<file path="src/rtl/reduce_gate_sweeper.sv">
// rtl/reduce_gate_sweeper.sv - WIDTH-input AND/OR/XOR/NAND gate with truth-table sweep sequencer
// Define SWEEP_GRAY_EN to walk the vectors in Gray-code order instead of binary ascending.
module reduce_gate_sweeper #(
  parameter int WIDTH       = 4,
  parameter int STEP_CYCLES = 1
) (
  input  logic             clk,
  input  logic             rst_n,
  input  logic             start,
  input  logic [1:0]       mode,
  output logic [WIDTH-1:0] vec,
  output logic             s,
  output logic             valid,
  output logic             busy,
  output logic             done,
  output logic [WIDTH:0]   ones_cnt
);

  localparam int CW = (STEP_CYCLES > 1) ? $clog2(STEP_CYCLES) : 1;
  localparam logic [CW-1:0]  DWELL_LAST = CW'(STEP_CYCLES - 1);
  localparam logic [WIDTH:0] IDX_LAST   = (WIDTH+1)'((1 << WIDTH) - 1);

  typedef enum logic [1:0] {IDLE, RUN, DONE} state_t;

  state_t           state_q, state_d;
  logic [CW-1:0]    dwell_q;
  logic [WIDTH:0]   idx_q;
  logic [1:0]       mode_q;
  logic             last_q;

  logic             tick, emit, is_last, s_cur;
  logic [CW-1:0]    phase;
  logic [WIDTH:0]   idx_cur, ones_base;
  logic [1:0]       mode_cur;
  logic [WIDTH-1:0] vec_cur;

  // The start edge itself counts as the first dwell tick, so with a dwell of
  // one cycle vector 0 is captured on that same edge using the live mode input.
  always_comb begin
    state_d   = state_q;
    tick      = 1'b0;
    phase     = dwell_q;
    idx_cur   = idx_q;
    mode_cur  = mode_q;
    ones_base = ones_cnt;
    case (state_q)
      IDLE: begin
        phase     = '0;
        idx_cur   = '0;
        mode_cur  = mode;
        ones_base = '0;
        if (start) begin
          tick    = 1'b1;
          state_d = RUN;
        end
      end
      RUN: begin
        if (last_q) state_d = DONE;
        else        tick    = 1'b1;
      end
      DONE:    state_d = IDLE;
      default: state_d = IDLE;
    endcase
    emit    = tick && (phase == DWELL_LAST);
    is_last = (idx_cur == IDX_LAST);
  end

`ifdef SWEEP_GRAY_EN
  assign vec_cur = idx_cur[WIDTH-1:0] ^ (idx_cur[WIDTH-1:0] >> 1);
`else
  assign vec_cur = idx_cur[WIDTH-1:0];
`endif

  always_comb begin
    s_cur = 1'b0;
    case (mode_cur)
      2'b00:   s_cur = &vec_cur;
      2'b01:   s_cur = |vec_cur;
      2'b10:   s_cur = ^vec_cur;
      default: s_cur = ~&vec_cur;
    endcase
  end

  always_ff @(posedge clk) begin
    if (!rst_n) state_q <= IDLE;
    else        state_q <= state_d;
  end

  always_ff @(posedge clk) begin
    if (!rst_n) begin
      dwell_q  <= '0;
      idx_q    <= '0;
      mode_q   <= 2'b00;
      last_q   <= 1'b0;
      vec      <= '0;
      s        <= 1'b0;
      valid    <= 1'b0;
      ones_cnt <= '0;
    end else begin
      valid <= emit;
      if (state_q == IDLE && start) begin
        mode_q   <= mode;
        last_q   <= 1'b0;
        ones_cnt <= '0;
      end
      if (tick) begin
        dwell_q <= emit ? '0 : phase + CW'(1);
        idx_q   <= emit ? idx_cur + (WIDTH+1)'(1) : idx_cur;
      end
      if (emit) begin
        vec      <= vec_cur;
        s        <= s_cur;
        last_q   <= is_last;
        ones_cnt <= ones_base + {{WIDTH{1'b0}}, s_cur};
      end
    end
  end

  assign busy = (state_q == RUN);
  assign done = (state_q == DONE);

endmodule

</file>
<file path="config.mk">
export PLATFORM = sky130hd
export DESIGN_NAME = reduce_gate_sweeper
export DESIGN_NICKNAME = d
export VERILOG_FILES = /design/src/rtl/reduce_gate_sweeper.sv
export SDC_FILE = /design/constraint.sdc
export NUM_CORES = 1
export LEC_CHECK = 0
export CORE_MARGIN = 2
export CORE_UTILIZATION = 51
export CTS_BUF_LIST = sky130_fd_sc_hd__clkbuf_16
export DETAILED_ROUTE_END_ITERATION = 8
export GPL_ROUTABILITY_DRIVEN = 0
export PLACE_DENSITY = 0.8
export SLEW_MARGIN = 5
export SYNTH_ARGS = -nofsm -noshare
export SYNTH_HDL_FRONTEND = slang
export SYNTH_SLANG_ARGS = --single-unit
</file>
<file path="constraint.sdc">
create_clock -name clk -period 3.1 [get_ports clk]
set_input_delay 0.775 -clock clk [delete_from_list [all_inputs] [get_ports clk]]
set_output_delay 0.775 -clock clk [all_outputs]
set_load 0.05 [all_outputs]
</file>
==> impl_metrics.py, run 1 <==
metrics = {
    "place": {
        "placedCellCount": 165,
        "dpl.hpwl_um": 1620,
        "numPortBuffers": 17,
        "place_area_um2": 1310,
    },
    "timing": {
        "worstMarginPinSlew_ns": 0.721,
        "fin_crit_sh": 0.939,
        "rsz0062_at_grt": "false",
        "fin_crit_ns": 2.91,
        "fmaxAchievable_mhz": 344,
        "drv_slew": 0,
        "final-hold-violation-count": 0,
        "worst_clock_skew_ns": 0.00269,
        "setup-violations-final": 0,
        "timing.slew.headroom": 0.518,
        "worst_hold_slack_ns": 0.438,
    },
    "worst_setup_path": {
        "critPathKind": "primary input to register",
        "worstSetupStartpointType": "primary input",
        "crit_start": "mode[0]",
        "rrSetupSlack_ns": 0.47,
        "r2r-end": "ones_cnt[4]$_SDFFE_PN0P_",
        "critPathMaxStageDelay_ns": 0.48,
        "path_cells": "clkdlybuf4s50_1 -> or3b_2 -> and3_1 -> o21ai_1 -> o31a_1 -> ha_1 -> ha_1 -> nand3_1 -> nor2_1 -> o21ai_0 -> a31oi_1",
        "worstRegToRegCells": 13,
        "crit_end": "ones_cnt[4]$_SDFFE_PN0P_",
        "cp.required_ns": 3.28,
        "cp_max_fo": 3,
        "slowest_stage": "clkdlybuf4s50_1",
        "endpoint_kind": "register",
        "crit_cells": 11,
        "crit_buf_inv": 1,
        "critPathArrivalTime_ns": 3.09,
        "reg2reg_from": "state_q[1]$_SDFFE_PN0P_",
        "critical_path.top_delay_family": "simple AND/OR/NAND/NOR gates",
        "cp_common_cell": "ha_1",
    },
    "clock_tree": {
        "cts_tree": "yes",
        "post_cts.repair.setup_buffers": 0,
        "cts.hold.buffers_added": 0,
        "cts.clk_slew.worst_paths_ns": 0.05,
        "root_buffer": "clkbuf_16",
        "cts_max_level": 1,
        "cts_buffers": 3,
        "cts_resized": 0,
        "clock_latency_ns": 0.25,
        "clockBufferDepth": 2,
        "clock-sinks": 22,
    },
    "drt": {
        "routedWlPerCell_um": 13.9,
        "drt_wl_total_um": 2340,
        "vias": 919,
        "drtIter0Drc": 13,
        "drt_pass1_iterations": 3,
        "drtAntennaViolNets": 0,
        "avgViaCountPerCell": 5.47,
        "route.detailed.drc": 0,
    },
    "worst_hold_path": {
        "hold_path_class": "register to register",
    },
    "floorplan": {
        "die_w_um": 50.5,
        "rows": 16,
        "core_area_um2": 2000,
        "start_util": 0.551,
        "die_y_um": 50.5,
        "die-area_um2": 2550,
        "ioPinCount": 18,
    },
    "global_route": {
        "antenna_found_initial": 0,
        "grt_usage": 0.202,
        "grt_pass1_vias": 891,
        "grt_pass1_wl_um": 3830,
        "grt-ovfl-total": 0,
        "grt_max_degree": 25,
    },
    "pwr": {
        "p_sw_frac": 0.241,
        "irDropWorstVdd_mv": 0.344,
        "p_seq_frac": 0.445,
        "p_clk_frac": 0.397,
        "leakage_uw": 0.000574,
        "combPwrFrac": 0.158,
        "power_density_nw_per_um2": 483,
        "p_switching_uw": 162,
        "p_int_uw": 509,
    },
    "status": {
        "status": "completed",
    },
    "final_layout": {
        "area_growth_pct": 26.0,
        "antenna_cells": 0,
        "fin_area_um2": 1390,
        "fill_cells": 174,
        "nets": 153,
        "drive_gt1_frac": 0.0851,
        "final_cell_count_no_fill": 168,
    },
    "synthesis": {
        "avgSynthCellArea_um2": 8.96,
        "async_reset_ff_frac": 0,
        "yosysWarnings": 0,
        "syn_area_um2": 1100,
        "postSynthCellCount": 123,
        "synth_ff_type": "dfxtp_1",
        "synth-seq-cells": 22,
        "seq_area_frac_synth": 0.400,
        "syn-num-nets": 133,
        "yosysUniqueCellTypes": 33,
        "synth_edf_count": 0,
    },
    "run": {
        "maxCapViolCount": 0,
    },
}
-- registers in the layout, indices dropped and copies added, names as in the netlist --
register / count
last_q: 1
ones_cnt: 5
mode_q: 2
state_q: 2
idx_q: 5
s: 1
vec: 4
dwell_q: 1
valid: 1
-- cell families (layout without fill, tap and decap cells) --
kind of cell,after synthesis,after routing,share of synthesized area
multiplexers,10,10,0.0919
buffers and inverters,10,28,0.0374
AND/OR/NAND/NOR,48,48,0.249
AO/OA/AOI/OAI,27,27,0.158
flip-flops,22,22,0.400
adder cells (fa/ha/maj),5,5,0.0568
XOR/XNOR,1,1,0.00795
-- worst register-to-register path: stages (launching register included) --
cell and delay [ns]:
dfxtp_1 0.32, o21ai_0 0.36, inv_1 0.09, ha_1 0.34, xnor2_1 0.14, and3_1 0.15
o21ai_1 0.16, o31a_1 0.17, ha_1 0.19, ha_1 0.20, nand3_1 0.12, nor2_1 0.10
o21ai_0 0.07, a31oi_1 0.16
-- layout make-up --
class                           count  area, µm²  share of cell area
Clock buffer                        3       75.1              0.0541
Inverter                            3       11.3             0.00811
Multi-Input combinational cell     91        621               0.447
Sequential cell                    22        440               0.317
Tap cell                           27       33.8              0.0243
Timing Repair Buffer               22        208               0.150
-- metal layers --
| metal | track usage | vias up | routed length (µm) |
|---|---|---|---|
| met1 | 0.243 | 431 | 1110 |
| li1 | - | 469 | - |
| met5 | 0 | - | 0 |
| met2 | 0.353 | 14 | 1130 |
| met4 | 0.108 | 0 | 50 |
| met3 | 0.0179 | 5 | 48 |
-- power groups by stage --
stage          Combinational [µW]  Clock, µW  Sequential [µW]
2_1_floorplan                60.3          0              317
3_3_place_gp                  103          0              304
3_5_place_dp                  105          0              304
4_1_cts                       106        273              298
5_1_grt                       114        285              299
6_report                      106        267              298
-- cell usage after synthesis, drive strengths merged, types with 2 or more instances --
library cell	number	area share
ha	5	0.057
and2	3	0.017
o21a	2	0.014
buf	2	0.0091
a21boi	3	0.020
clkbuf	5	0.018
nand2b	2	0.011
o21ai	9	0.041
o22ai	2	0.011
a21oi	4	0.018
mux2i	9	0.082
a31oi	2	0.011
nand2	10	0.034
nor2	5	0.017
inv	3	0.010
nor2b	15	0.085
and3	3	0.017
or3b	3	0.024
nand3	3	0.014
dfxtp	22	0.40
-- metrics by stage --
stage | TNS (ns) | worst slack, ns | utilization | total power [µW]
final | 0 | 0.190 | 0.694 | 671
after global routing | 0 | 0.0527 | 0.694 | 697
after CTS | 0 | 0.158 | 0.694 | 677
after detailed placement | -0.0990 | -0.0990 | 0.656 | 409
after global placement | -0.00202 | -0.00202 | 0.656 | 407
after floorplan | 0 | 0.562 | - | 377
-- worst min path at each step --
| stage | from | to | slack (ns) | cells past startpoint |
|---|---|---|---|---|
| after detailed placement | dwell_q$_SDFFE_PN0P_ | dwell_q$_SDFFE_PN0P_ | 0.43 | 2 |
| after global placement | dwell_q$_SDFFE_PN0P_ | dwell_q$_SDFFE_PN0P_ | 0.43 | 2 |
| after floorplan | dwell_q$_SDFFE_PN0P_ | dwell_q$_SDFFE_PN0P_ | 0.42 | 2 |
| final | dwell_q$_SDFFE_PN0P_ | dwell_q$_SDFFE_PN0P_ | 0.44 | 2 |
| after global routing | dwell_q$_SDFFE_PN0P_ | dwell_q$_SDFFE_PN0P_ | 0.48 | 2 |
| after CTS | dwell_q$_SDFFE_PN0P_ | dwell_q$_SDFFE_PN0P_ | 0.44 | 2 |
-- layout by cell type (no fill, tap or decap), types with 4 or more instances in the layout --
| cell | n |
|---|---|
| a21oi_1 | 4 |
| o21ai_0 | 8 |
| mux2i_1 | 9 |
| ha_1 | 5 |
| nand2_1 | 10 |
| nor2b_1 | 15 |
| nor2_1 | 5 |
| clkdlybuf4s50_1 | 17 |
| dfxtp_1 | 22 |
| buf_4 | 5 |
(Power assumes the default switching activity.)
==> run 2: changes to the inputs <==
- REMOVE_ABC_BUFFERS: unset -> 1
==> impl_metrics.py, run 2 (synthesis gave the netlist of run 1 again) <==
metrics = {
    "status": {
        "status": "completed",
    },
    "pwr": {
        "irDropWorstVdd_mv": 0.357,
        "p_int_uw": 509,
        "p_switching_uw": 160,
        "power_density_nw_per_um2": 484,
        "p_seq_frac": 0.450,
        "leakage_uw": 0.000569,
        "p_clk_frac": 0.395,
        "p_sw_frac": 0.239,
        "power_uw": 668,
        "combPwrFrac": 0.155,
    },
    "clock_tree": {
        "post_cts.repair.setup_buffers": 0,
        "cts_tree": "yes",
        "cts_resized": 0,
        "clock-sinks": 22,
        "clockBufferDepth": 2,
        "cts_buffers": 3,
        "root_buffer": "clkbuf_16",
        "cts_max_level": 1,
        "cts.clk_slew.worst_paths_ns": 0.06,
        "clock_latency_ns": 0.25,
        "cts.hold.buffers_added": 0,
    },
    "final_layout": {
        "area_growth_pct": 25.3,
        "fin_area_um2": 1380,
        "fin_util": 0.690,
        "layout_commonest_cell": "dfxtp_1",
        "antenna_cells": 0,
        "final_cell_count_no_fill": 167,
        "largestRegisters": "idx_q: 5 flops, ones_cnt: 5 flops, vec: 4 flops",
        "nets": 152,
        "drive_gt1_frac": 0.0786,
        "final_cell_mix": "dfxtp_1, clkdlybuf4s50_1, nor2b_1, nand2_1",
    },
    "drt": {
        "drt_pass1_iterations": 4,
        "avgViaCountPerCell": 5.53,
        "vias": 923,
        "routedWlPerCell_um": 13.6,
        "drtAntennaViolNets": 0,
        "route.detailed.drc": 0,
        "drtIter0Drc": 19,
        "drt_wl_total_um": 2270,
    },
    "global_route": {
        "grt_pass1_wl_um": 4080,
        "antenna_found_initial": 0,
        "grt_max_degree": 25,
        "grt_pass1_vias": 963,
        "grt-ovfl-total": 0,
        "grt_usage": 0.212,
    },
    "worst_setup_path": {
        "worstSetupStartpointType": "primary input",
        "critPathKind": "primary input to register",
        "slowest_stage": "clkdlybuf4s50_1",
        "critical_path.top_delay_family": "simple AND/OR/NAND/NOR gates",
        "cp_max_fo": 3,
        "critPathArrivalTime_ns": 3.09,
        "critPathMaxStageDelay_ns": 0.48,
        "path_cells": "clkdlybuf4s50_1 -> or3b_2 -> and3_1 -> o21ai_0 -> o31a_1 -> ha_1 -> ha_1 -> nand3_1 -> nor2_1 -> o21ai_0 -> a31oi_1",
        "crit_buf_inv": 1,
        "endpoint_kind": "register",
        "cp.required_ns": 3.28,
    },
    "floorplan": {
        "die_y_um": 50.5,
        "die_w_um": 50.5,
        "core_area_um2": 2000,
        "start_util": 0.551,
        "die-area_um2": 2550,
        "rows": 16,
        "ioPinCount": 18,
    },
    "place": {
        "numPortBuffers": 17,
        "place_area_um2": 1310,
        "placedCellCount": 164,
        "dpl.hpwl_um": 1590,
        "pre_cts_ws_ns": -0.0510,
    },
    "timing": {
        "timing.slew.headroom": 0.527,
        "fin_crit_sh": 0.939,
        "drv_slew": 0,
        "worst_clock_skew_ns": 0.00258,
        "setup-violations-final": 0,
        "setup_slack_ns": 0.189,
        "final-hold-violation-count": 0,
        "fin_crit_ns": 2.91,
        "fmaxAchievable_mhz": 343,
        "rsz0062_at_grt": "false",
        "worstMarginPinSlew_ns": 0.707,
    },
    "run": {
        "maxCapViolCount": 0,
    },
    "worst_hold_path": {
        "hold_path_class": "register to register",
    },
}
==> run 2: changes by cell type in the layout (fill, tap and decap cells not counted), sizes merged <==
| cell | change |
|---|---|
| buf | -1 |
==> run 2: path summary, 6_finish.rpt <==
check	start	to	slack (ns)	cells past startpoint
worst max register to register	state_q[1]$_SDFFE_PN0P_	ones_cnt[4]$_SDFFE_PN0P_	0.34	13
worst max-delay path	mode[0]	ones_cnt[4]$_SDFFE_PN0P_	0.19	11
worst min register to register	dwell_q$_SDFFE_PN0P_	dwell_q$_SDFFE_PN0P_	0.46	2
worst min-delay path	dwell_q$_SDFFE_PN0P_	dwell_q$_SDFFE_PN0P_	0.46	2
==> run 2: through the flow <==
step,TNS [ns],hold WS [ns]
CTS,0,0.458
global placement,0,0.427
finish,0,0.463
global route,0,0.477
detailed placement,-0.0510,0.447
floorplan,0,0.415
==> run 2: worst min-delay path, stage by stage, from the launching register on <==
cell	delay [ns]
dfxtp_1	0.33
nand2_1	0.06
nor2_1	0.04
==> run 2: power by group through the flow <==
stage | Combinational (µW) | Sequential, µW | Clock [µW]
floorplan | 53.7 | 318 | 0
global placement | 101 | 306 | 0
detailed placement | 103 | 306 | 0
CTS | 104 | 300 | 267
global route | 113 | 302 | 283
finish | 104 | 300 | 264
==> run 2: routing by layer <==
metal,up-vias,global-route usage,part of all wire
met2,27,0.346,0.48
met1,425,0.266,0.45
met5,-,0,0
met4,0,0.113,0.015
met3,5,0.0387,0.054
li1,466,-,-
==> run 2: layout make-up <==
type | instances | area (µm²)
multi-input combinational | 91 | 621
inverter | 3 | 11.3
timing repair buffer | 21 | 200
sequential | 22 | 440
fill | 173 | 621
tap | 27 | 33.8
clock buffer | 3 | 75.1
==> run 3: changes to the inputs <==
- ABC_CLOCK_PERIOD_IN_PS: unset -> 3100
- SKIP_CTS_REPAIR_TIMING: unset -> 1
==> results of run 3 <==
Same layout as run 2: the final DEF is identical, and so are final timing and power.
